==> config.mk <==
export PLATFORM = sky130hd
export DESIGN_NAME = msp430_fetch_pipeline_flat
export DESIGN_NICKNAME = d
export VERILOG_FILES = /design/src/rtl/msp430_fetch_pipeline_pkg.sv /design/src/rtl/msp430_fetch_pipeline_if.sv /design/src/rtl/msp430_fetch_pipeline_decode.sv /design/src/rtl/msp430_fetch_pipeline.sv /design/src/flat_wrapper.sv
export SDC_FILE = /design/constraint.sdc
export NUM_CORES = 1
export LEC_CHECK = 0
export CORE_MARGIN = 2
export CORE_UTILIZATION = 39
export CTS_CLUSTER_DIAMETER = 30
export DETAILED_ROUTE_END_ITERATION = 12
export PLACE_DENSITY = 0.76
export SLEW_MARGIN = 30
export SYNTH_ARGS = -nofsm -noshare
export SYNTH_HDL_FRONTEND = slang
export SYNTH_SLANG_ARGS = --single-unit
==> constraint.sdc <==
create_clock -name clk -period 2.61 [get_ports clk]
set_clock_uncertainty 0.05 [all_clocks]
set_input_delay 0.261 -clock clk [delete_from_list [all_inputs] [get_ports clk]]
set_output_delay 0.261 -clock clk [all_outputs]
set_load 0.1 [all_outputs]
==> src/rtl/msp430_fetch_pipeline_pkg.sv <==
// -----------------------------------------------------------------------------
// msp430_pkg
// Shared definitions for the MSP430 fetch/decode front end:
//   - MAB source / cycle-type select encodings (MAB_SEL)
//   - instruction format encodings (fmt)
//   - status-register flag bit positions
//   - reset value of the instruction register (MOV #0,R3)
//   - fetch sequencer state type
// -----------------------------------------------------------------------------
package msp430_pkg;

    // MAB_SEL encodings; 5..7 are stall cycles
    localparam logic [2:0] SEL_IFETCH = 3'd0;
    localparam logic [2:0] SEL_EXT    = 3'd1;
    localparam logic [2:0] SEL_DATA   = 3'd2;
    localparam logic [2:0] SEL_STACK  = 3'd3;
    localparam logic [2:0] SEL_BRANCH = 3'd4;

    // Instruction format encodings
    localparam logic [1:0] FMT_SINGLE  = 2'd0;
    localparam logic [1:0] FMT_JUMP    = 2'd1;
    localparam logic [1:0] FMT_DOUBLE  = 2'd2;
    localparam logic [1:0] FMT_ILLEGAL = 2'd3;

    // Status register flag positions
    localparam int SR_C = 0;
    localparam int SR_Z = 1;
    localparam int SR_N = 2;
    localparam int SR_V = 8;

    // MOV #0,R3 : harmless instruction held in IR while nothing is fetched
    localparam logic [15:0] NOP_WORD = 16'h4303;

    // Fetch sequencer states
    typedef enum logic {
        ST_LOAD = 1'b0,
        ST_RUN  = 1'b1
    } fetch_state_t;

    // Sign-extended, word-scaled jump offset: {sext(off10), 1'b0}
    function automatic logic [15:0] jump_offset(input logic [9:0] off10);
        jump_offset = {{5{off10[9]}}, off10, 1'b0};
    endfunction

endpackage

==> src/rtl/msp430_fetch_pipeline_if.sv <==
// -----------------------------------------------------------------------------
// msp430_fetch_pipeline_if
// Bus bundle between the fetch/decode stage and its surroundings
// (memory model and execute/register-file logic).
//   slave  modport : seen by the fetch pipeline (consumes RST_VEC, MAB_SEL,
//                    MDB_in, CALC_OUT, reg_SP_in, reg_SR_in; drives MAB, PC,
//                    IR, EXT, MDR, ir_valid and the decode outputs)
//   master modport : seen by the environment driving the pipeline
// -----------------------------------------------------------------------------
interface msp430_fetch_pipeline_if #(
    parameter int W = 16
);
    // Environment -> pipeline
    logic [W-1:0] RST_VEC;
    logic [2:0]   MAB_SEL;
    logic [W-1:0] MDB_in;
    logic [W-1:0] CALC_OUT;
    logic [W-1:0] reg_SP_in;
    logic [W-1:0] reg_SR_in;

    // Pipeline -> environment
    logic [W-1:0] MAB;
    logic [W-1:0] PC;
    logic [W-1:0] IR;
    logic [W-1:0] EXT;
    logic [W-1:0] MDR;
    logic         ir_valid;
    logic [1:0]   fmt;
    logic [3:0]   opcode;
    logic [3:0]   src_reg;
    logic [3:0]   dst_reg;
    logic [1:0]   As;
    logic         Ad;
    logic         BW;
    logic         jmp_taken;
    logic [W-1:0] jmp_target;

    modport slave (
        input  RST_VEC, MAB_SEL, MDB_in, CALC_OUT, reg_SP_in, reg_SR_in,
        output MAB, PC, IR, EXT, MDR, ir_valid, fmt, opcode, src_reg, dst_reg,
               As, Ad, BW, jmp_taken, jmp_target
    );

    modport master (
        output RST_VEC, MAB_SEL, MDB_in, CALC_OUT, reg_SP_in, reg_SR_in,
        input  MAB, PC, IR, EXT, MDR, ir_valid, fmt, opcode, src_reg, dst_reg,
               As, Ad, BW, jmp_taken, jmp_target
    );

endinterface

==> src/rtl/msp430_fetch_pipeline_decode.sv <==
// -----------------------------------------------------------------------------
// msp430_ir_decode
// Purely combinational field decode of the instruction register plus jump
// condition evaluation against the status flags.
//   i_ir        : instruction register
//   i_pc        : current PC (already past the jump word once fetched)
//   i_flag_c/z/n/v : status flags C, Z, N, V
//   o_fmt       : 0 single, 1 jump, 2 double, 3 illegal
//   o_opcode    : format-dependent opcode field
//   o_src_reg, o_dst_reg, o_as, o_ad, o_bw : raw operand fields
//   o_jmp_taken : jump condition true and instruction is a jump
//   o_jmp_target: PC + sext(offset)*2, modulo 2^16
// -----------------------------------------------------------------------------
module msp430_ir_decode
    import msp430_pkg::*;
(
    input  logic [15:0] i_ir,
    input  logic [15:0] i_pc,
    input  logic        i_flag_c,
    input  logic        i_flag_z,
    input  logic        i_flag_n,
    input  logic        i_flag_v,
    output logic [1:0]  o_fmt,
    output logic [3:0]  o_opcode,
    output logic [3:0]  o_src_reg,
    output logic [3:0]  o_dst_reg,
    output logic [1:0]  o_as,
    output logic        o_ad,
    output logic        o_bw,
    output logic        o_jmp_taken,
    output logic [15:0] o_jmp_target
);

    logic [1:0] w_fmt;
    logic [3:0] w_opcode;
    logic       w_cond_true;
    logic       w_jmp_taken;

    // Instruction format from the top opcode nibble
    always_comb begin
        w_fmt = FMT_DOUBLE;
        if (i_ir[15:12] == 4'h0) begin
            w_fmt = FMT_ILLEGAL;
        end else if (i_ir[15:12] == 4'h1) begin
            w_fmt = FMT_SINGLE;
        end else if (i_ir[15:13] == 3'b001) begin
            w_fmt = FMT_JUMP;
        end else begin
            w_fmt = FMT_DOUBLE;
        end
    end

    // Opcode field location depends on the format; illegal words report the
    // raw top nibble (always 0) so the execute stage sees a stable value
    always_comb begin
        w_opcode = 4'h0;
        case (w_fmt)
            FMT_SINGLE: w_opcode = {1'b0, i_ir[9:7]};
            FMT_JUMP:   w_opcode = {1'b0, i_ir[12:10]};
            FMT_DOUBLE: w_opcode = i_ir[15:12];
            default:    w_opcode = i_ir[15:12];
        endcase
    end

    // Jump condition select from IR[12:10]
    always_comb begin
        w_cond_true = 1'b0;
        case (i_ir[12:10])
            3'd0:    w_cond_true = ~i_flag_z;
            3'd1:    w_cond_true = i_flag_z;
            3'd2:    w_cond_true = ~i_flag_c;
            3'd3:    w_cond_true = i_flag_c;
            3'd4:    w_cond_true = i_flag_n;
            3'd5:    w_cond_true = ~(i_flag_n ^ i_flag_v);
            3'd6:    w_cond_true = i_flag_n ^ i_flag_v;
            3'd7:    w_cond_true = 1'b1;
            default: w_cond_true = 1'b0;
        endcase
    end

    // Only jump-format words may report a taken jump
    always_comb begin
        w_jmp_taken = 1'b0;
        if (w_fmt == FMT_JUMP) begin
            w_jmp_taken = w_cond_true;
        end else begin
            w_jmp_taken = 1'b0;
        end
    end

    assign o_fmt        = w_fmt;
    assign o_opcode     = w_opcode;
    assign o_src_reg    = i_ir[11:8];
    assign o_dst_reg    = i_ir[3:0];
    assign o_as         = i_ir[5:4];
    assign o_ad         = i_ir[7];
    assign o_bw         = i_ir[6];
    assign o_jmp_taken  = w_jmp_taken;
    assign o_jmp_target = i_pc + jump_offset(i_ir[9:0]);

endmodule

==> src/rtl/msp430_fetch_pipeline.sv <==
// -----------------------------------------------------------------------------
// msp430_fetch_pipeline
// Fetch/decode front end of the MSP430 core model. Owns PC, IR, EXT and MDR,
// drives the memory address bus from the source chosen by MAB_SEL and exposes
// the combinational instruction decode.
//   clk : system clock, rising-edge
//   rst : asynchronous, active-low reset
//   bus : msp430_fetch_pipeline_if.slave
//         inputs  RST_VEC, MAB_SEL, MDB_in, CALC_OUT, reg_SP_in, reg_SR_in
//         outputs MAB, PC, IR, EXT, MDR, ir_valid, fmt, opcode, src_reg,
//                 dst_reg, As, Ad, BW, jmp_taken, jmp_target
// After reset release the first edge loads PC from RST_VEC (LOAD state);
// from then on each edge performs the cycle type selected by MAB_SEL.
// -----------------------------------------------------------------------------
module msp430_fetch_pipeline
    import msp430_pkg::*;
#(
    parameter int          W        = 16,
    parameter logic [15:0] NOP_WORD = msp430_pkg::NOP_WORD
) (
    input  logic                    clk,
    input  logic                    rst,
    msp430_fetch_pipeline_if.slave  bus
);

    fetch_state_t r_state;
    logic [W-1:0] r_pc;
    logic [W-1:0] r_ir;
    logic [W-1:0] r_ext;
    logic [W-1:0] r_mdr;
    logic         r_ir_valid;

    logic [W-1:0] w_mab;
    logic [W-1:0] w_pc_inc;
    logic [W-1:0] w_branch_pc;

    // Both increments wrap naturally at 16 bits; bit0 is left untouched
    assign w_pc_inc    = r_pc + 16'd2;
    assign w_branch_pc = bus.CALC_OUT + 16'd2;

    // Memory address bus source select
    always_comb begin
        w_mab = r_pc;
        if (r_state == ST_LOAD) begin
            w_mab = bus.RST_VEC;
        end else begin
            case (bus.MAB_SEL)
                SEL_IFETCH: w_mab = r_pc;
                SEL_EXT:    w_mab = r_pc;
                SEL_DATA:   w_mab = bus.CALC_OUT;
                SEL_STACK:  w_mab = bus.reg_SP_in;
                SEL_BRANCH: w_mab = bus.CALC_OUT;
                default:    w_mab = r_pc;
            endcase
        end
    end

    // Fetch sequencer and front-end registers
    always_ff @(posedge clk or negedge rst) begin
        if (!rst) begin
            r_state    <= ST_LOAD;
            r_pc       <= 16'h0000;
            r_ir       <= NOP_WORD;
            r_ext      <= 16'h0000;
            r_mdr      <= 16'h0000;
            r_ir_valid <= 1'b0;
        end else begin
            case (r_state)
                ST_LOAD: begin
                    r_pc    <= bus.RST_VEC;
                    r_state <= ST_RUN;
                end
                ST_RUN: begin
                    case (bus.MAB_SEL)
                        SEL_IFETCH: begin
                            r_ir       <= bus.MDB_in;
                            r_pc       <= w_pc_inc;
                            r_ir_valid <= 1'b1;
                        end
                        SEL_EXT: begin
                            r_ext <= bus.MDB_in;
                            r_pc  <= w_pc_inc;
                        end
                        SEL_DATA: begin
                            r_mdr <= bus.MDB_in;
                        end
                        SEL_STACK: begin
                            r_mdr <= bus.MDB_in;
                        end
                        SEL_BRANCH: begin
                            r_ir       <= bus.MDB_in;
                            r_pc       <= w_branch_pc;
                            r_ir_valid <= 1'b1;
                        end
                        default: begin
                            // stall: every register holds
                            r_pc <= r_pc;
                        end
                    endcase
                end
                default: begin
                    r_state <= ST_LOAD;
                end
            endcase
        end
    end

    msp430_ir_decode u_decode (
        .i_ir         (r_ir),
        .i_pc         (r_pc),
        .i_flag_c     (bus.reg_SR_in[SR_C]),
        .i_flag_z     (bus.reg_SR_in[SR_Z]),
        .i_flag_n     (bus.reg_SR_in[SR_N]),
        .i_flag_v     (bus.reg_SR_in[SR_V]),
        .o_fmt        (bus.fmt),
        .o_opcode     (bus.opcode),
        .o_src_reg    (bus.src_reg),
        .o_dst_reg    (bus.dst_reg),
        .o_as         (bus.As),
        .o_ad         (bus.Ad),
        .o_bw         (bus.BW),
        .o_jmp_taken  (bus.jmp_taken),
        .o_jmp_target (bus.jmp_target)
    );

    assign bus.MAB      = w_mab;
    assign bus.PC       = r_pc;
    assign bus.IR       = r_ir;
    assign bus.EXT      = r_ext;
    assign bus.MDR      = r_mdr;
    assign bus.ir_valid = r_ir_valid;

endmodule

==> src/flat_wrapper.sv <==
// flat-port wrapper written by rule: the top's interface ports become plain ports
module msp430_fetch_pipeline_flat import msp430_pkg::*;
#(
    parameter int          W        = 16,
    parameter logic [15:0] NOP_WORD = msp430_pkg::NOP_WORD
)
  (clk, rst, bus_RST_VEC, bus_MAB_SEL, bus_MDB_in, bus_CALC_OUT, bus_reg_SP_in, bus_reg_SR_in, bus_MAB, bus_PC, bus_IR, bus_EXT, bus_MDR, bus_ir_valid, bus_fmt, bus_opcode, bus_src_reg, bus_dst_reg, bus_As, bus_Ad, bus_BW, bus_jmp_taken, bus_jmp_target);
  msp430_fetch_pipeline_if #(.W(W)) bus_i ();
  input  logic clk;
  input  logic rst;
  input wire logic [$bits(bus_i.RST_VEC)-1:0] bus_RST_VEC;
  input wire logic [$bits(bus_i.MAB_SEL)-1:0] bus_MAB_SEL;
  input wire logic [$bits(bus_i.MDB_in)-1:0] bus_MDB_in;
  input wire logic [$bits(bus_i.CALC_OUT)-1:0] bus_CALC_OUT;
  input wire logic [$bits(bus_i.reg_SP_in)-1:0] bus_reg_SP_in;
  input wire logic [$bits(bus_i.reg_SR_in)-1:0] bus_reg_SR_in;
  output wire logic [$bits(bus_i.MAB)-1:0] bus_MAB;
  output wire logic [$bits(bus_i.PC)-1:0] bus_PC;
  output wire logic [$bits(bus_i.IR)-1:0] bus_IR;
  output wire logic [$bits(bus_i.EXT)-1:0] bus_EXT;
  output wire logic [$bits(bus_i.MDR)-1:0] bus_MDR;
  output wire logic [$bits(bus_i.ir_valid)-1:0] bus_ir_valid;
  output wire logic [$bits(bus_i.fmt)-1:0] bus_fmt;
  output wire logic [$bits(bus_i.opcode)-1:0] bus_opcode;
  output wire logic [$bits(bus_i.src_reg)-1:0] bus_src_reg;
  output wire logic [$bits(bus_i.dst_reg)-1:0] bus_dst_reg;
  output wire logic [$bits(bus_i.As)-1:0] bus_As;
  output wire logic [$bits(bus_i.Ad)-1:0] bus_Ad;
  output wire logic [$bits(bus_i.BW)-1:0] bus_BW;
  output wire logic [$bits(bus_i.jmp_taken)-1:0] bus_jmp_taken;
  output wire logic [$bits(bus_i.jmp_target)-1:0] bus_jmp_target;
  assign bus_i.RST_VEC = bus_RST_VEC;
  assign bus_i.MAB_SEL = bus_MAB_SEL;
  assign bus_i.MDB_in = bus_MDB_in;
  assign bus_i.CALC_OUT = bus_CALC_OUT;
  assign bus_i.reg_SP_in = bus_reg_SP_in;
  assign bus_i.reg_SR_in = bus_reg_SR_in;
  assign bus_MAB = bus_i.MAB;
  assign bus_PC = bus_i.PC;
  assign bus_IR = bus_i.IR;
  assign bus_EXT = bus_i.EXT;
  assign bus_MDR = bus_i.MDR;
  assign bus_ir_valid = bus_i.ir_valid;
  assign bus_fmt = bus_i.fmt;
  assign bus_opcode = bus_i.opcode;
  assign bus_src_reg = bus_i.src_reg;
  assign bus_dst_reg = bus_i.dst_reg;
  assign bus_As = bus_i.As;
  assign bus_Ad = bus_i.Ad;
  assign bus_BW = bus_i.BW;
  assign bus_jmp_taken = bus_i.jmp_taken;
  assign bus_jmp_target = bus_i.jmp_target;
  msp430_fetch_pipeline #(.W(W), .NOP_WORD(NOP_WORD)) u_core (.clk(clk), .rst(rst), .bus(bus_i));
endmodule
==> results.cfg <==
[outcome]
violations = negative setup slack
status = finished, violations left

[detailed_routing]
ant_nets = 0
drt-pass1-iter-count = 5
met1_length_mm = 7.02
vias = 4767
top_layer = met4
drtIter0Drc = 426
finalWirelength_mm = 16.6
drc = 0
wl_met2_mm = 8.38
wl_met3_um = 930
via_per_inst = 5.58
wl_per_cell_um = 19.5

[sta]
fin_crit_ns = 3.18
rsz0062_at_grt = yes
max_freq_mhz = 315
worst_slew_margin_rel_pct = 48.5
final-setup-viol-count = 8
hold_viol = 0
fin_crit_sh_pct = 122
finalSetupTns_ns = -2.27
worst_pin_slew_ns = 0.772
slew_viol_final = 0
finalWorstSetupSlack_ns = -0.570

[job]
drv_cap = 0

[floorplanning]
dieWidth_um = 112
dieHeight_um = 112
core-area_mm2 = 0.0114
ioPinCount = 201
start_util_pct = 39.9
dieArea_mm2 = 0.0125
rows = 39

[synthesis]
synth_flop_cell = dfrtp_1
syn_nets = 585
ys_seq_area_share_pct = 36.6
synthArstFlopShare_pct = 100
synth_top_cell_by_area = dfrtp_1
yosys.cell_types.count = 57
syn_inst = 484
yosysWarnings = 0
synth-edff-count = 0
ys_top_cells_by_area = dfrtp_1 (34%), mux2_2 (12%), o21ai_0 (4.2%)
syn_avg_cell_area_um2 = 9.37
ys_ff_latch = 66
synth_area_mm2 = 0.00453
synth.top_cell.area_share_pct = 33.7

[cells_and_area]
layout_common_cells = buf_4 (141), clkdlybuf4s50_1 (70), mux2_2 (47)
multi_input_area_mm2 = 0.00303
drive_above_1_share_pct = 43.6
area_growth_pct = 71.8
fillers = 840
nNetsFinal = 807
final_common_cell = buf_4
seqCellArea_mm2 = 0.00170
diodes = 0
final_area_mm2 = 0.00779

[worst_setup_path]
startpoint_type = flip-flop
crit_chain = ha_4 -> fa_2 -> a211oi_2 -> o211ai_1 -> and3_1 -> a221o_1 -> a21oi_4 -> xnor2_4 -> buf_12
crit_buf_inv = 1
crit_path_end_kind = output pin
critPathKind = flip-flop to output pin
required_ns = 2.30
cpLargestDelayFamily = compound AO/OA/AOI/OAI gates
cp.arrival_ns = 2.87
max_stage_delay_ns = 0.49
slowest_stage = dfrtp_4
critPathMaxFanout = 2

[cts]
clockBufferDepth = 2
cts_inserted_buffers = 9
insertion_delay_ns = 0.32
path_clk_slew_ns = 0.06
clockRootBuffer = clkbuf_16
clock-sinks = 66
cts_tree = built
htreeDepth = 3

[hold_path]
hold_path_class = flip-flop to flip-flop

[global_route]
grt_max_degree = 33
track_usage_pct = 26.5
grt_pass1_wl_mm = 26.3
gr-total-overflow = 0
antenna_found_initial = 0
first_global_vias = 4809

[place]
dp.final_hpwl_mm = 12.7
gp_congestion = 0.895
io_buffers = 188
place_area_mm2 = 0.00731

[power]
peakVddDrop_v = 0.00145
clockPowerShare_pct = 16.1
internal_power_mw = 4.27
power_frac_comb_pct = 68.6
p_per_area_mw_per_mm2 = 1190
switchingPower_mw = 4.98
swShare_pct = 53.9
power_frac_seq_pct = 15.3
p_leak_nw = 3.45
-- final timing paths --
kind	from	endpoint	slack [ns]	depth (start not counted)
worst max-delay path	u_core.bus.PC[1]$_DFFE_PN0P_	bus_jmp_target[15]	-0.57	9
worst min-delay path	u_core.bus.ir_valid$_DFFE_PN0P_	u_core.bus.ir_valid$_DFFE_PN0P_	0.42	1
max in group asynchronous	rst	u_core.bus.IR[9]$_DFFE_PN1P_	1.18	3
worst min register to register	u_core.bus.ir_valid$_DFFE_PN0P_	u_core.bus.ir_valid$_DFFE_PN0P_	0.42	1
worst max register to register	u_core.bus.PC[2]$_DFFE_PN0P_	u_core.bus.PC[9]$_DFFE_PN0P_	0.54	9
min in group asynchronous	rst	u_core.bus.PC[11]$_DFFE_PN0P_	0.52	2
-- layout make-up --
class	count	area share, %
well taps	143	2.30
clock inverters	6	1.77
inverters	12	0.578
repair buffers	250	31.6
multi-input cells	367	38.9
clock buffers	10	2.94
flip-flops and latches	66	21.9
-- flip-flops by register name, indices dropped and copies added (netlist names) --
register / cells
u_core.bus.EXT: 16
u_core.bus.PC: 16
u_core.bus.IR: 16
u_core.bus.MDR: 16
u_core.bus.ir_valid: 1
u_core.r_state: 1
-- per-stage QoR --
step / setup WS (ns) / hold slack (ns) / total power [mW] / std cells / util, %
6_report: -0.570 / 0.418 / 9.24 / 854 / 68.5
5_1_grt: -0.670 / 0.448 / 9.52 / 854 / 68.5
4_1_cts: -0.583 / 0.423 / 9.27 / 855 / 68.5
3_5_place_dp: -0.218 / 0.322 / 7.65 / 834 / 64.3
3_3_place_gp: -0.175 / 0.322 / 7.58 / 834 / 64.3
2_1_floorplan: -0.587 / -0.0846 / 5.86 / 484 / -
-- metal layers --
| layer | vias to the layer above | GRT usage, % |
|---|---|---|
| met2 | 211 | 44.6 |
| met5 | - | 0 |
| met1 | 2330 | 35.5 |
| li1 | 2207 | - |
| met4 | 0 | 7.74 |
| met3 | 19 | 4.19 |
-- synth_stat cells (all sizes together), types with 2 or more instances --
library cell / count
ha: 15
clkbuf: 17
o22ai: 16
dfstp: 5
dfrtp: 61
inv: 11
a221o: 2
a31o: 2
nand4: 7
nor3: 6
o21ai: 40
nor4: 2
xnor2: 14
nor4b: 2
a22oi: 3
nand3: 13
a31oi: 6
and3: 7
a211oi: 4
nand2: 42
o221ai: 11
xor2: 18
nor2: 29
mux2i: 11
a21oi: 31
buf: 22
nand2b: 3
mux2: 47
a21o: 14
o211ai: 6
-- power by group through the flow --
stage          combinational, mW  sequential (mW)  clock [mW]
6_report                    6.34             1.41        1.49
5_1_grt                     6.52             1.44        1.56
4_1_cts                     6.35             1.41        1.51
3_5_place_dp                6.22             1.42           0
3_3_place_gp                6.17             1.42           0
2_1_floorplan               3.08             2.78           0
-- kinds of logic after synthesis --
logic type,synth area share (%)
and+or+nand+nor,12.4
DFF,36.6
other,0.0827
buffers and inverters,5.85
adders and majority gates,4.58
AOI/OAI and AO/OA,20.2
muxes,14.1
xor gates and xnor gates,6.18
-- what timing repair did --
action / in CTS / in global routing
cloned: 0 / 0
setup endpoints to repair: 10 / 21
hold buffers: 1 / 0
hold endpoints to repair: 28 / 0
buffers inserted: 5 / 1
pin swaps: 10 / 11
resized for setup: 15 / 7
-- worst reg2reg max path, cell delays in order, from the launching register on --
cell and delay (ns):
dfrtp_4 0.42, buf_6 0.11, buf_4 0.15, nand2_1 0.06, nand2_1 0.07, ha_1 0.38, o21ai_1 0.22, xor2_1 0.20
mux2i_1 0.18, a21oi_1 0.09
Power figures use the tool's default switching activity.
